==> src/rtl/copy_engine_pkg.sv <==
// Shared types and constants for the word-granular copy engine.
package copy_engine_pkg;

  typedef enum logic [2:0] {
    ST_IDLE    = 3'd0,
    ST_RD_REQ  = 3'd1,
    ST_RD_WAIT = 3'd2,
    ST_WR_REQ  = 3'd3,
    ST_DONE    = 3'd4
  } state_e;

  localparam int DEFAULT_DATA_W = 32;
  localparam int BYTES_PER_WORD = DEFAULT_DATA_W / 8;

  function automatic int bytes_per_word(input int data_w);
    return data_w / 8;
  endfunction

endpackage

==> src/rtl/copy_engine_edge_detect_rise.sv <==
// One-flop rising-edge detector; rise is combinational and valid in the cycle d first reads 1.
// No flow control: the previous value is tracked every cycle regardless of consumer state.
module edge_detect_rise (
  input  logic clk,
  input  logic rst_n,
  input  logic d,
  output logic rise
);

  logic d_q;
  logic d_d;

  always_comb d_d = d;

  always_ff @(posedge clk or negedge rst_n) begin
    if (!rst_n) begin
      d_q <= 1'b0;
    end else begin
      d_q <= d_d;
    end
  end

  assign rise = d & ~d_q;

endmodule

==> src/rtl/copy_engine.sv <==
// Memory-to-memory word copy started by a rising edge on str_cpy; 3 cycles per word with ready high.
// Each stalled cycle on the read-request or write channel adds exactly one cycle; one read in flight.
module copy_engine
  import copy_engine_pkg::*;
#(
  parameter int ADDR_W = 32,
  parameter int DATA_W = 32,
  parameter int LEN_W  = 16
) (
  input  logic              aclk,
  input  logic              nreset,
  input  logic              str_cpy,
  input  logic [ADDR_W-1:0] src_addr,
  input  logic [ADDR_W-1:0] dst_addr,
  input  logic [LEN_W-1:0]  len_words,
  output logic              done_cpy,
  output logic              busy,
  output logic              err,
  output logic              rd_req_valid,
  input  logic              rd_req_ready,
  output logic [ADDR_W-1:0] rd_req_addr,
  input  logic              rd_data_valid,
  input  logic [DATA_W-1:0] rd_data,
  input  logic              rd_data_err,
  output logic              wr_valid,
  input  logic              wr_ready,
  output logic [ADDR_W-1:0] wr_addr,
  output logic [DATA_W-1:0] wr_data,
  input  logic              wr_err
);

  localparam logic [ADDR_W-1:0] ADDR_INC = ADDR_W'(bytes_per_word(DATA_W));

  state_e            state_q, state_d;
  logic [ADDR_W-1:0] src_q, src_d;
  logic [ADDR_W-1:0] dst_q, dst_d;
  logic [LEN_W-1:0]  cnt_q, cnt_d;
  logic [DATA_W-1:0] data_q, data_d;
  logic              err_q, err_d;
  logic              rd_vld_q, rd_vld_d;
  logic              wr_vld_q, wr_vld_d;
  logic              done_q, done_d;
  logic              busy_q, busy_d;
  logic              str_rise;

  edge_detect_rise u_str_edge (
    .clk   (aclk),
    .rst_n (nreset),
    .d     (str_cpy),
    .rise  (str_rise)
  );

  always_comb begin
    state_d = state_q;
    src_d   = src_q;
    dst_d   = dst_q;
    cnt_d   = cnt_q;
    data_d  = data_q;
    err_d   = err_q;
    case (state_q)
      ST_IDLE: begin
        if (str_rise) begin
          src_d   = src_addr;
          dst_d   = dst_addr;
          cnt_d   = len_words;
          err_d   = 1'b0;
          state_d = (len_words == '0) ? ST_DONE : ST_RD_REQ;
        end
      end
      ST_RD_REQ: begin
        if (rd_req_ready) state_d = ST_RD_WAIT;
      end
      ST_RD_WAIT: begin
        if (rd_data_valid) begin
          data_d = rd_data;
          if (rd_data_err) begin
            err_d   = 1'b1;
            state_d = ST_DONE;
          end else begin
            state_d = ST_WR_REQ;
          end
        end
      end
      ST_WR_REQ: begin
        if (wr_ready) begin
          if (wr_err) begin
            err_d   = 1'b1;
            state_d = ST_DONE;
          end else begin
            // Addresses wrap modulo 2^ADDR_W by plain truncating addition.
            src_d   = src_q + ADDR_INC;
            dst_d   = dst_q + ADDR_INC;
            cnt_d   = cnt_q - LEN_W'(1);
            state_d = (cnt_q == LEN_W'(1)) ? ST_DONE : ST_RD_REQ;
          end
        end
      end
      ST_DONE: state_d = ST_IDLE;
      default: state_d = ST_IDLE;
    endcase
    rd_vld_d = (state_d == ST_RD_REQ);
    wr_vld_d = (state_d == ST_WR_REQ);
    done_d   = (state_d == ST_DONE);
    busy_d   = (state_d != ST_IDLE);
  end

  always_ff @(posedge aclk or negedge nreset) begin
    if (!nreset) begin
      state_q  <= ST_IDLE;
      src_q    <= '0;
      dst_q    <= '0;
      cnt_q    <= '0;
      data_q   <= '0;
      err_q    <= 1'b0;
      rd_vld_q <= 1'b0;
      wr_vld_q <= 1'b0;
      done_q   <= 1'b0;
      busy_q   <= 1'b0;
    end else begin
      state_q  <= state_d;
      src_q    <= src_d;
      dst_q    <= dst_d;
      cnt_q    <= cnt_d;
      data_q   <= data_d;
      err_q    <= err_d;
      rd_vld_q <= rd_vld_d;
      wr_vld_q <= wr_vld_d;
      done_q   <= done_d;
      busy_q   <= busy_d;
    end
  end

  assign rd_req_valid = rd_vld_q;
  assign rd_req_addr  = src_q;
  assign wr_valid     = wr_vld_q;
  assign wr_addr      = dst_q;
  assign wr_data      = data_q;
  assign done_cpy     = done_q;
  assign busy         = busy_q;
  assign err          = err_q;

endmodule
==> config.mk <==
export PLATFORM = sky130hd
export DESIGN_NAME = copy_engine
export DESIGN_NICKNAME = d
export VERILOG_FILES = /design/src/rtl/copy_engine_pkg.sv /design/src/rtl/copy_engine_edge_detect_rise.sv /design/src/rtl/copy_engine.sv
export SDC_FILE = /design/constraint.sdc
export NUM_CORES = 1
export LEC_CHECK = 0
export ABC_AREA = 1
export CAP_MARGIN = 0
export CORE_MARGIN = 2
export CORE_UTILIZATION = 52
export DETAILED_ROUTE_END_ITERATION = 16
export PLACE_DENSITY = 0.86
export SETUP_SLACK_MARGIN = 0.1
export SYNTH_ARGS = -nofsm -noshare
export SYNTH_HDL_FRONTEND = slang
export SYNTH_SLANG_ARGS = --single-unit
==> constraint.sdc <==
create_clock -name aclk -period 3.2 [get_ports aclk]
set_input_delay 0.64 -clock aclk [delete_from_list [all_inputs] [get_ports aclk]]
set_output_delay 0.64 -clock aclk [all_outputs]
set_load 0.01 [all_outputs]
* Yosys cells after proc, flatten, opt, wreduce, memory -nomap -nowiden
Cells that the tools add are included.
Widths: inputs -> output; s select.
** Word-level totals
- Bits in registers :: 121
- Logic and storage cells :: 64
- Input port bits :: 120
** Cells by class
- Multiplexer cells :: 27
- Equality and inequality tests :: 13
- Bitwise gates (word level) :: 2
- Add/sub/neg operators :: 3
- Reduce and logical (&&, ||, !) cells :: 8
** Operators with widths (count)
- $mux 32 :: 6
- $pmux 32 s2 :: 2
- $add 32x3->32 const B :: 2
- $mux 16 :: 3
- $pmux 16 s2 :: 1
- $mux 3 :: 8
- $eq 16x1->1 const B :: 1
- $logic_not 16->1 :: 1
- $sub 16x1->16 const B :: 1
- $ne 2x2->1 const B :: 6
- $pmux 3 s4 :: 1
- $eq 3x2->1 const B :: 3
- $eq 3x1->1 const B :: 2
- $reduce_and 6->1 :: 1
- $reduce_bool 3->1 :: 2
- $mux 1 :: 5
- $reduce_and 4->1 :: 1
- $eq 3x3->1 const B :: 1
- $logic_not 3->1 :: 1
- $pmux 1 s3 :: 1
- $reduce_and 2->1 :: 1
- $reduce_bool 2->1 :: 1
- $and 1x1->1 :: 1
- $not 1->1 :: 1

* Logic depth before layout (Yosys ltp)
Gate-level depths: netlist (run 1).
- Depth in word-level cells :: 6
- Depth in mapped cells :: 10
- Gate-level depth less buffers :: 10

* Cells and area by module
A second synthesis (run 1) with hierarchy kept.
** Second synthesis, totals
- Cells, all modules :: 1117
- Area, all modules :: 7514.7 um^2
** By module, submodules not included
- copy_engine :: area each 7479.7 um^2, cells an instance 1114, times used 1, seq. area each 3002.9 um^2
- edge_detect_rise :: area each 35.0 um^2, cells an instance 3, times used 1, seq. area each 25.0 um^2

* Worst setup path after synthesis (run 1)
No wires, ideal clock.
- Path kind :: reg2reg
- Start :: register src_q[2] (netlist: rd_req_addr[2])
- End :: register src_q[26] (netlist: rd_req_addr[26])
- Arrival time :: 1.441 ns
- Clock period less this slack :: 1.557 ns
- Cell stages (with the launch flop) :: 11
- Library setup time :: 0.116 ns
- Required time :: 3.084 ns
- Path slack :: 1.643 ns
- Path through :: dfrtp_1 > ha_1 > nand3_1 > inv_1 > nand2_1 > inv_1 > nand2_1 > nand2_1 > nand3_1 > nand2_1 > nand2_1
** Between the ends
- Longest elaborated chain between the ends :: 4
** Ends and longest elaborated chain
- start, declared :: line copy_engine.sv:35 : logic [ADDR_W-1:0] src_q, src_d;
- start signal, assigned :: line copy_engine.sv:121 : src_q <= src_d;
- $add 32x3->32 :: line copy_engine.sv:91 : src_d = src_q + ADDR_INC;
- $mux 32 :: line copy_engine.sv:86 : if (wr_err) begin
- $mux 32 :: line copy_engine.sv:85 : if (wr_ready) begin
- $pmux 32 s2 :: line copy_engine.sv:60 : case (state_q)
Every way passes these cells. The select of a mux whose other input is x is not followed.
A chain may end at the register's enable or synchronous reset.

* Worst setup path in the final report (run 1)
- Start :: register state_q[2]
- End :: register cnt_q[15]
** Between the ends
- Longest elaborated chain between the ends :: 3
- Elaborated cells between the ends (all ways) :: 8
- Those cells by class :: eq/ne: 4; mux: 1; reduce/logical: 3
** Ends and longest elaborated chain
- start, declared :: line copy_engine.sv:34 : state_e state_q, state_d;
- start signal, assigned :: line copy_engine.sv:120 : state_q <= state_d;
- $eq 3x2->1 or $logic_not 3->1 (tied branches) :: line copy_engine.sv:60
- $ne 2x2->1 (no source line) or $reduce_bool 2->1 (tied branches)
- $reduce_and 4->1 (no source line)
- end signal, assigned :: line copy_engine.sv:123 : cnt_q <= cnt_d;
- end, declared :: line copy_engine.sv:37 : logic [LEN_W-1:0] cnt_q, cnt_d;
Several ways; a longest one is shown, not always the timed one.

==> results.sh, run 1 <==
export IMPL_fin_cells=1523
export IMPL_switching_share_pct=42.73
export IMPL_vias=8185
export IMPL_fin_skew_ns=0.008303
export IMPL_p_total_mw=9.914
export IMPL_io_pins=221
export IMPL_fillers=1079
export IMPL_synth_compound_area_share_pct=7.660
export IMPL_htree_levels=4
export IMPL_peakVddDrop_mv=0.5898
export IMPL_synth_top_family_by_area="simple AND/OR/NAND/NOR gates"
export IMPL_syn_cell_area_um2=7481
export IMPL_cts_resized=0
export IMPL_worstSetupPathType="flip-flop to flip-flop"
export IMPL_stdcell_area_um2=10400
export IMPL_io_buffers=220
export IMPL_cap_violations=0
export IMPL_layout_common_cells="nand2_1 (371), nor2_1 (230), clkdlybuf4s50_1 (219)"
export IMPL_r2r_start="state_q[2]"
export IMPL_finalSetupViolCount=0
export IMPL_cts_buffers=17
export IMPL_hold_viol_final=0
export IMPL_cp_end_kind="flip-flop"
export IMPL_grt_pass1_vias=7748
export IMPL_max_freq_mhz=426.0
export IMPL_rows=43
export IMPL_seqPwrFrac_pct=32.2
export IMPL_status="finished, final reports clean"
export IMPL_drt_iter0_drc=813
export IMPL_synth_xor_area_share_pct=0.5854
export IMPL_die_h_um=123.9
export IMPL_multi_input_area_um2=3931
export IMPL_final_common_cell="nand2_1"
export IMPL_drc=0
export IMPL_dieWidth_um=123.9
export IMPL_cts_root_buf="clkbuf_16"
export IMPL_ctsHoldBuffers=0
export IMPL_drt_pre_antenna_iters=6
export IMPL_nets=1454
export IMPL_clkSlewWorstSetupHoldPaths_ns=0.06
export IMPL_antennaDiodeCount=0
export IMPL_crit_start="state_q[2]"
export IMPL_path_delay_family="simple AND/OR/NAND/NOR gates"
export IMPL_coreArea_um2=13990
export IMPL_dieArea_um2=15360
export IMPL_clkSinkCount=121
export IMPL_relSlewSlack_pct=56.84
export IMPL_syn_nets=1241
export IMPL_p_per_area_nw_per_um2=953.2
export IMPL_ant_nets=0
export IMPL_place_area_um2=9817
export IMPL_muxShareOfSynthArea_pct=4.817
export IMPL_clock_path_buffers=2
export IMPL_switchingPower_mw=4.237
export IMPL_grt_ovfl_total=0
export IMPL_globalplace_congestion=0.9886
export IMPL_area_growth_pct=39.04
export IMPL_drive_gt1_share_pct=6.106
export IMPL_yosys_cell_types_count=30
export IMPL_ys_seq_elements=121
export IMPL_syn_area_per_cell_um2=6.697
export IMPL_worst_path_max_delay_cell="nand3_2"
export IMPL_r2r_cells=8
export IMPL_final_setup_tns_ns=0
export IMPL_vias_per_cell=5.374
export IMPL_antenna_found_initial=0
export IMPL_min_period_over_period_pct=73.36
export IMPL_routed_wl_um=23130
export IMPL_tritoncts="done"
export IMPL_cts_setup_buffers=0
export IMPL_wl_per_cell_um=15.18
export IMPL_final_max_slew_viol_count=0
export IMPL_grt_setup_unrepaired="false"
export IMPL_cp_arrival_ns=2.71
export IMPL_grtUsageTotal_pct=31.22
export IMPL_crit_buf_inv=3
export IMPL_leakagePower_nw=4.508
export IMPL_start_kind="flip-flop"
export IMPL_synth_adder_area_share_pct=0.6690
export IMPL_critical_path_required_ns=3.56
export IMPL_crit_fanout=53
export IMPL_cp_cell_sequence="inv_1 > nand3_2 > inv_4 > buf_4 > or2_2 > o21ai_0 > nand3b_1 > nand2_1"
export IMPL_hpwl_um=16600
export IMPL_clock_power_share_pct=18.9
export IMPL_yosys_warnings=0
export IMPL_p_comb_share_pct=48.8
export IMPL_grt_max_degree=86
export IMPL_grt_first_pass_wirelength_um=37180
export IMPL_synth_simple_area_share_pct=38.82
export IMPL_tightest_slew_ns=0.6467
export IMPL_p_int_mw=5.677
export IMPL_max_stage_delay_ns=0.51
export IMPL_hold_path_class="input pin to asynchronous set/reset pin"
export IMPL_regArea_um2=3028
export IMPL_place_inst=1491
export IMPL_seq_area_frac_synth_pct=40.47
export IMPL_path_depth=8
export IMPL_period_minus_slack_ns=2.348
export IMPL_finalCoreUtilization_pct=74.36
export IMPL_worstSkewPairLatency_ns=0.43
export IMPL_synthCells=1117
export IMPL_initial_core_util_pct=53.48
per-layer routing:
| metal | part of all wire [%] | vias up | global-route usage (%) | wire length (um) |
|---|---|---|---|---|
| met5 | 0 | - | 0 | 0 |
| met4 | 2.7 | 0 | 11.66 | 614 |
| met3 | 9.8 | 66 | 9.570 | 2271 |
| met2 | 46 | 419 | 50.07 | 10740 |
| met1 | 41 | 3713 | 39.87 | 9498 |
| li1 | - | 3987 | - | - |
worst register-to-register path, delay by kind of cell, from the launching register on:
family | cells | cell delay, ns
simple gates | 4 | 0.97
flops | 1 | 0.40
compound gates | 1 | 0.06
buf+inv | 3 | 0.87
per-stage QoR:
stage	hold slack, ns	setup slack (ns)
2_1_floorplan	0.3444	1.643
3_3_place_gp	0.4530	0.9276
3_5_place_dp	0.4621	0.8301
4_1_cts	0.1823	0.8655
5_1_grt	0.2058	0.5752
6_report	0.1795	0.8525
synth_stat cells:
master    number  area [um2]
o211ai_1       7       52.55
nand3b_1       3       22.52
buf_2         24       120.1
xnor2_1        2       17.52
a22oi_1        2       15.01
nand3_1       97       485.5
nor2_1       230       863.3
o21ai_0       59       295.3
nor2_4         1       11.26
ha_1           4       50.05
mux2_1         3       33.78
inv_1         87       326.6
nor3_1         3       15.01
xor2_1         3       26.28
nand4_1        9       56.30
o21ai_1       13       65.06
inv_2          1       3.750
clkbuf_1       5       18.77
buf_4          1       7.510
a21oi_1       24       120.1
o22ai_1        2       12.51
mux2_2        29       326.6
a31oi_1        2       12.51
nand3_2        2       20.02
or2_2          5       31.28
buf_6          3       33.78
dfrtp_1      121        3028
buf_1          3       11.26
nor2_2         1       6.260
nand2_1      371        1393
state kept, by name, summed over array words and instances (netlist names):
register	cells
u_str_edge.d_q	1
wr_addr	32
cnt_q	16
rd_req_addr	32
state_q	3
wr_valid	1
wr_data	32
err	1
done_cpy	1
busy	1
rd_req_valid	1
cells by family (layout without fill, tap and decap cells):
family,Yosys count,after routing
AO/OA/AOI/OAI,109,109
flip-flops,121,121
buffers and inverters,124,350
XOR/XNOR,5,5
adder cells (fa/ha/maj),4,4
AND/OR/NAND/NOR,722,722
multiplexers,32,32
worst paths after layout:
check                              end  slack [ns]
max                          cnt_q[15]        0.85
max reg2reg                  cnt_q[15]        0.85
min reg2reg                  cnt_q[15]        0.47
min in group aclk            cnt_q[15]        0.47
max in group asynchronous  wr_addr[26]        2.26
min                        wr_data[12]        0.18
power groups by stage:
stage | combinational [mW] | sequential, mW | clock (mW)
after floorplan | 2.55 | 3.24 | 0
after global placement | 4.66 | 3.13 | 0
after detailed placement | 4.80 | 3.17 | 0
after CTS | 4.85 | 3.17 | 1.89
after global routing | 5.40 | 3.29 | 1.98
final | 4.84 | 3.20 | 1.88
final cells by class:
type                            instances  share of cell area [%]
Clock buffer                           20                   4.487
Clock inverter                         12                   1.131
Inverter                               88                   3.200
Multi-Input combinational cell        872                   37.80
Sequential cell                       121                   29.11
Tap cell                              180                   2.165
Timing Repair Buffer                  230                   22.11
(Power assumes the default switching activity.)
==> run 2, diff against run 1 <==
CORE_UTILIZATION = 44   (was 52)
PLACE_DENSITY = 0.77   (was 0.86)
clock period = 1.9 ns   (was 3.2 ns; I/O delays follow)
==> run 2 against run 1 <==
Against the previous run: combinational power is 100% higher; count of clock-buffer cells in the layout shrank 3; critical path depth shrank 7; critical path type is now flip-flop to output port; first-iteration DRC count decreased by 13%; non-clock buffer count is 63 higher; wire length increased by 4.8%; global-route usage shrank 4.4 points.
==> results.sh, run 2 (synthesis gave the netlist of run 1 again) <==
export IMPL_clock_path_buffers=2
export IMPL_ant_nets=0
export IMPL_htree_levels=4
export IMPL_worstSetupPathType="flip-flop to output port"
export IMPL_worstSkewPairLatency_ns=0.42
export IMPL_grtUsageTotal_pct=26.85
export IMPL_grt_ovfl_total=0
export IMPL_clkSinkCount=121
export IMPL_globalplace_congestion=0.9687
export IMPL_vias_per_cell=5.170
export IMPL_path_delay_family="buffers and inverters"
export IMPL_p_total_mw=18.13
export IMPL_hold_path_startpoint="str_cpy"
export IMPL_min_period_over_period_pct=92.81
export IMPL_r2r_cells=9
export IMPL_area_growth_pct=48.87
export IMPL_tritoncts="done"
export IMPL_layout_common_cells="nand2_1 (371), nor2_1 (223), clkdlybuf4s50_1 (196)"
export IMPL_hold_viol_final=0
export IMPL_drt_iter0_drc=708
export IMPL_dieWidth_um=134.4
export IMPL_start_kind="flip-flop"
export IMPL_place_area_um2=10080
export IMPL_cts_buffers=17
export IMPL_finalSetupViolCount=0
export IMPL_max_stage_delay_ns=0.55
export IMPL_drt_pre_antenna_iters=5
export IMPL_critical_path_required_ns=1.52
export IMPL_min_path_cells=1
export IMPL_crit_buf_inv=1
export IMPL_rrSetupSlack_ns=0.18
export IMPL_status="finished, final reports clean"
export IMPL_wl_per_cell_um=14.91
export IMPL_max_freq_mhz=567.1
export IMPL_dieArea_um2=18060
export IMPL_r2r_start="state_q[1]"
export IMPL_clkSlewWorstSetupHoldPaths_ns=0.06
export IMPL_stdcell_area_um2=11140
export IMPL_initial_core_util_pct=45.11
export IMPL_leakagePower_nw=5.000
export IMPL_grt_pass1_vias=7972
export IMPL_cp_cell_sequence="clkdlybuf4s50_1"
export IMPL_cts_root_buf="clkbuf_16"
export IMPL_io_pins=221
export IMPL_coreArea_um2=16580
export IMPL_grt_setup_unrepaired="true"
export IMPL_peakVddDrop_mv=1.105
export IMPL_fin_skew_ns=0.008121
export IMPL_p_per_area_nw_per_um2=1628
export IMPL_multi_input_area_um2=3966
export IMPL_grt_first_pass_wirelength_um=38920
export IMPL_timing_rr_end="cnt_q[9]"
export IMPL_cap_violations=0
export IMPL_relSlewSlack_pct=64.01
export IMPL_min_to="u_str_edge.d_q"
export IMPL_crit_fanout=6
export IMPL_tightest_slew_ns=0.5398
export IMPL_vias=8406
export IMPL_io_buffers=220
export IMPL_hpwl_um=17230
export IMPL_grt_max_degree=82
export IMPL_final_max_slew_viol_count=0
export IMPL_die_h_um=134.4
export IMPL_fillers=1435
export IMPL_antennaDiodeCount=0
export IMPL_hold_path_class="input pin to flip-flop"
export IMPL_final_common_cell="nand2_1"
export IMPL_drc=0
export IMPL_drive_gt1_share_pct=13.09
export IMPL_cp_arrival_ns=1.38
export IMPL_antenna_found_initial=0
export IMPL_nets=1517
export IMPL_cp_end_kind="output port"
export IMPL_period_minus_slack_ns=1.763
export IMPL_worst_path_max_delay_cell="clkdlybuf4s50_1"
export IMPL_routed_wl_um=24240
export IMPL_rows=47
export IMPL_regArea_um2=3065
## run 2: cell count changes in the layout (fill, tap and decap cells not counted), moves of 3 or more
cell | before | now
dlygate4sd2_1 | 0 | 6
clkdlybuf4s50_1 | 219 | 196
dfrtp_1 | 121 | 91
nor2_2 | 1 | 8
dlymetal6s2s_1 | 0 | 17
inv_6 | 2 | 6
clkbuf_8 | 3 | 0
inv_8 | 0 | 3
buf_12 | 2 | 9
dfrtp_2 | 0 | 30
buf_4 | 9 | 63
nor2_1 | 230 | 223
## run 2: what timing repair did
action | CTS | global route
gates cloned | 0 | 1
hold buffers | 1 | 0
buffers inserted | 26 | 18
endpoints found under the setup margin | 53 | 57
gates resized for setup | 36 | 28
endpoints found under the hold margin | 35 | 0
## run 2: final cells by class
class                   count  area share, %
clock buffers              17          3.820
clock inverters            15          1.404
inverters                  88          2.988
multi-input cells         872          35.61
flip-flops and latches    121          27.53
well taps                 220          2.472
repair buffers            293          26.18
## run 2: worst max path at each step
stage               depth (start not counted)         endpoint           start  slack, ns
global route                                9         cnt_q[9]      state_q[1]       0.06
CTS                                         1      wr_addr[21]     wr_addr[21]       0.10
detailed placement                          9         cnt_q[9]         str_cpy      -0.08
finish                                      1      wr_addr[27]     wr_addr[27]       0.14
global placement                            9         cnt_q[9]         str_cpy       0.01
floorplan                                  10  rd_req_addr[26]  rd_req_addr[2]       0.34
## run 2: where the power goes
group	total, mW	switching (mW)	internal, mW
clock network	3.22	1.37	1.85
registers	5.09	1.15	3.94
logic	9.82	5.13	4.69
total	18.1	7.64	10.5
## run 2: routing by layer
layer	up-vias	wire, um	global-route usage (%)
met5	-	0	0
met4	0	311	6.550
met3	36	2273	7.559
met2	358	11520	44.10
met1	3886	10140	35.16
li1	4126	-	-
## run 2: through the flow
step	setup slack, ns	hold WS (ns)	setup TNS [ns]	cells	util [%]
3_5_place_dp	-0.07894	0.4008	-0.1174	1548	60.80
2_1_floorplan	0.3427	0.08441	0	1117	-
5_1_grt	0.05586	0.4476	0	1626	67.16
3_3_place_gp	0.009861	0.4013	0	1548	60.80
6_report	0.1365	0.4524	0	1626	67.16
4_1_cts	0.1015	0.4361	0	1607	65.73
==> run 3, diff against run 2 <==
CTS_CLUSTER_SIZE = 20   (was default)
==> results of run 3 <==
The final DEF is identical to that of run 2; final timing and power are the same.
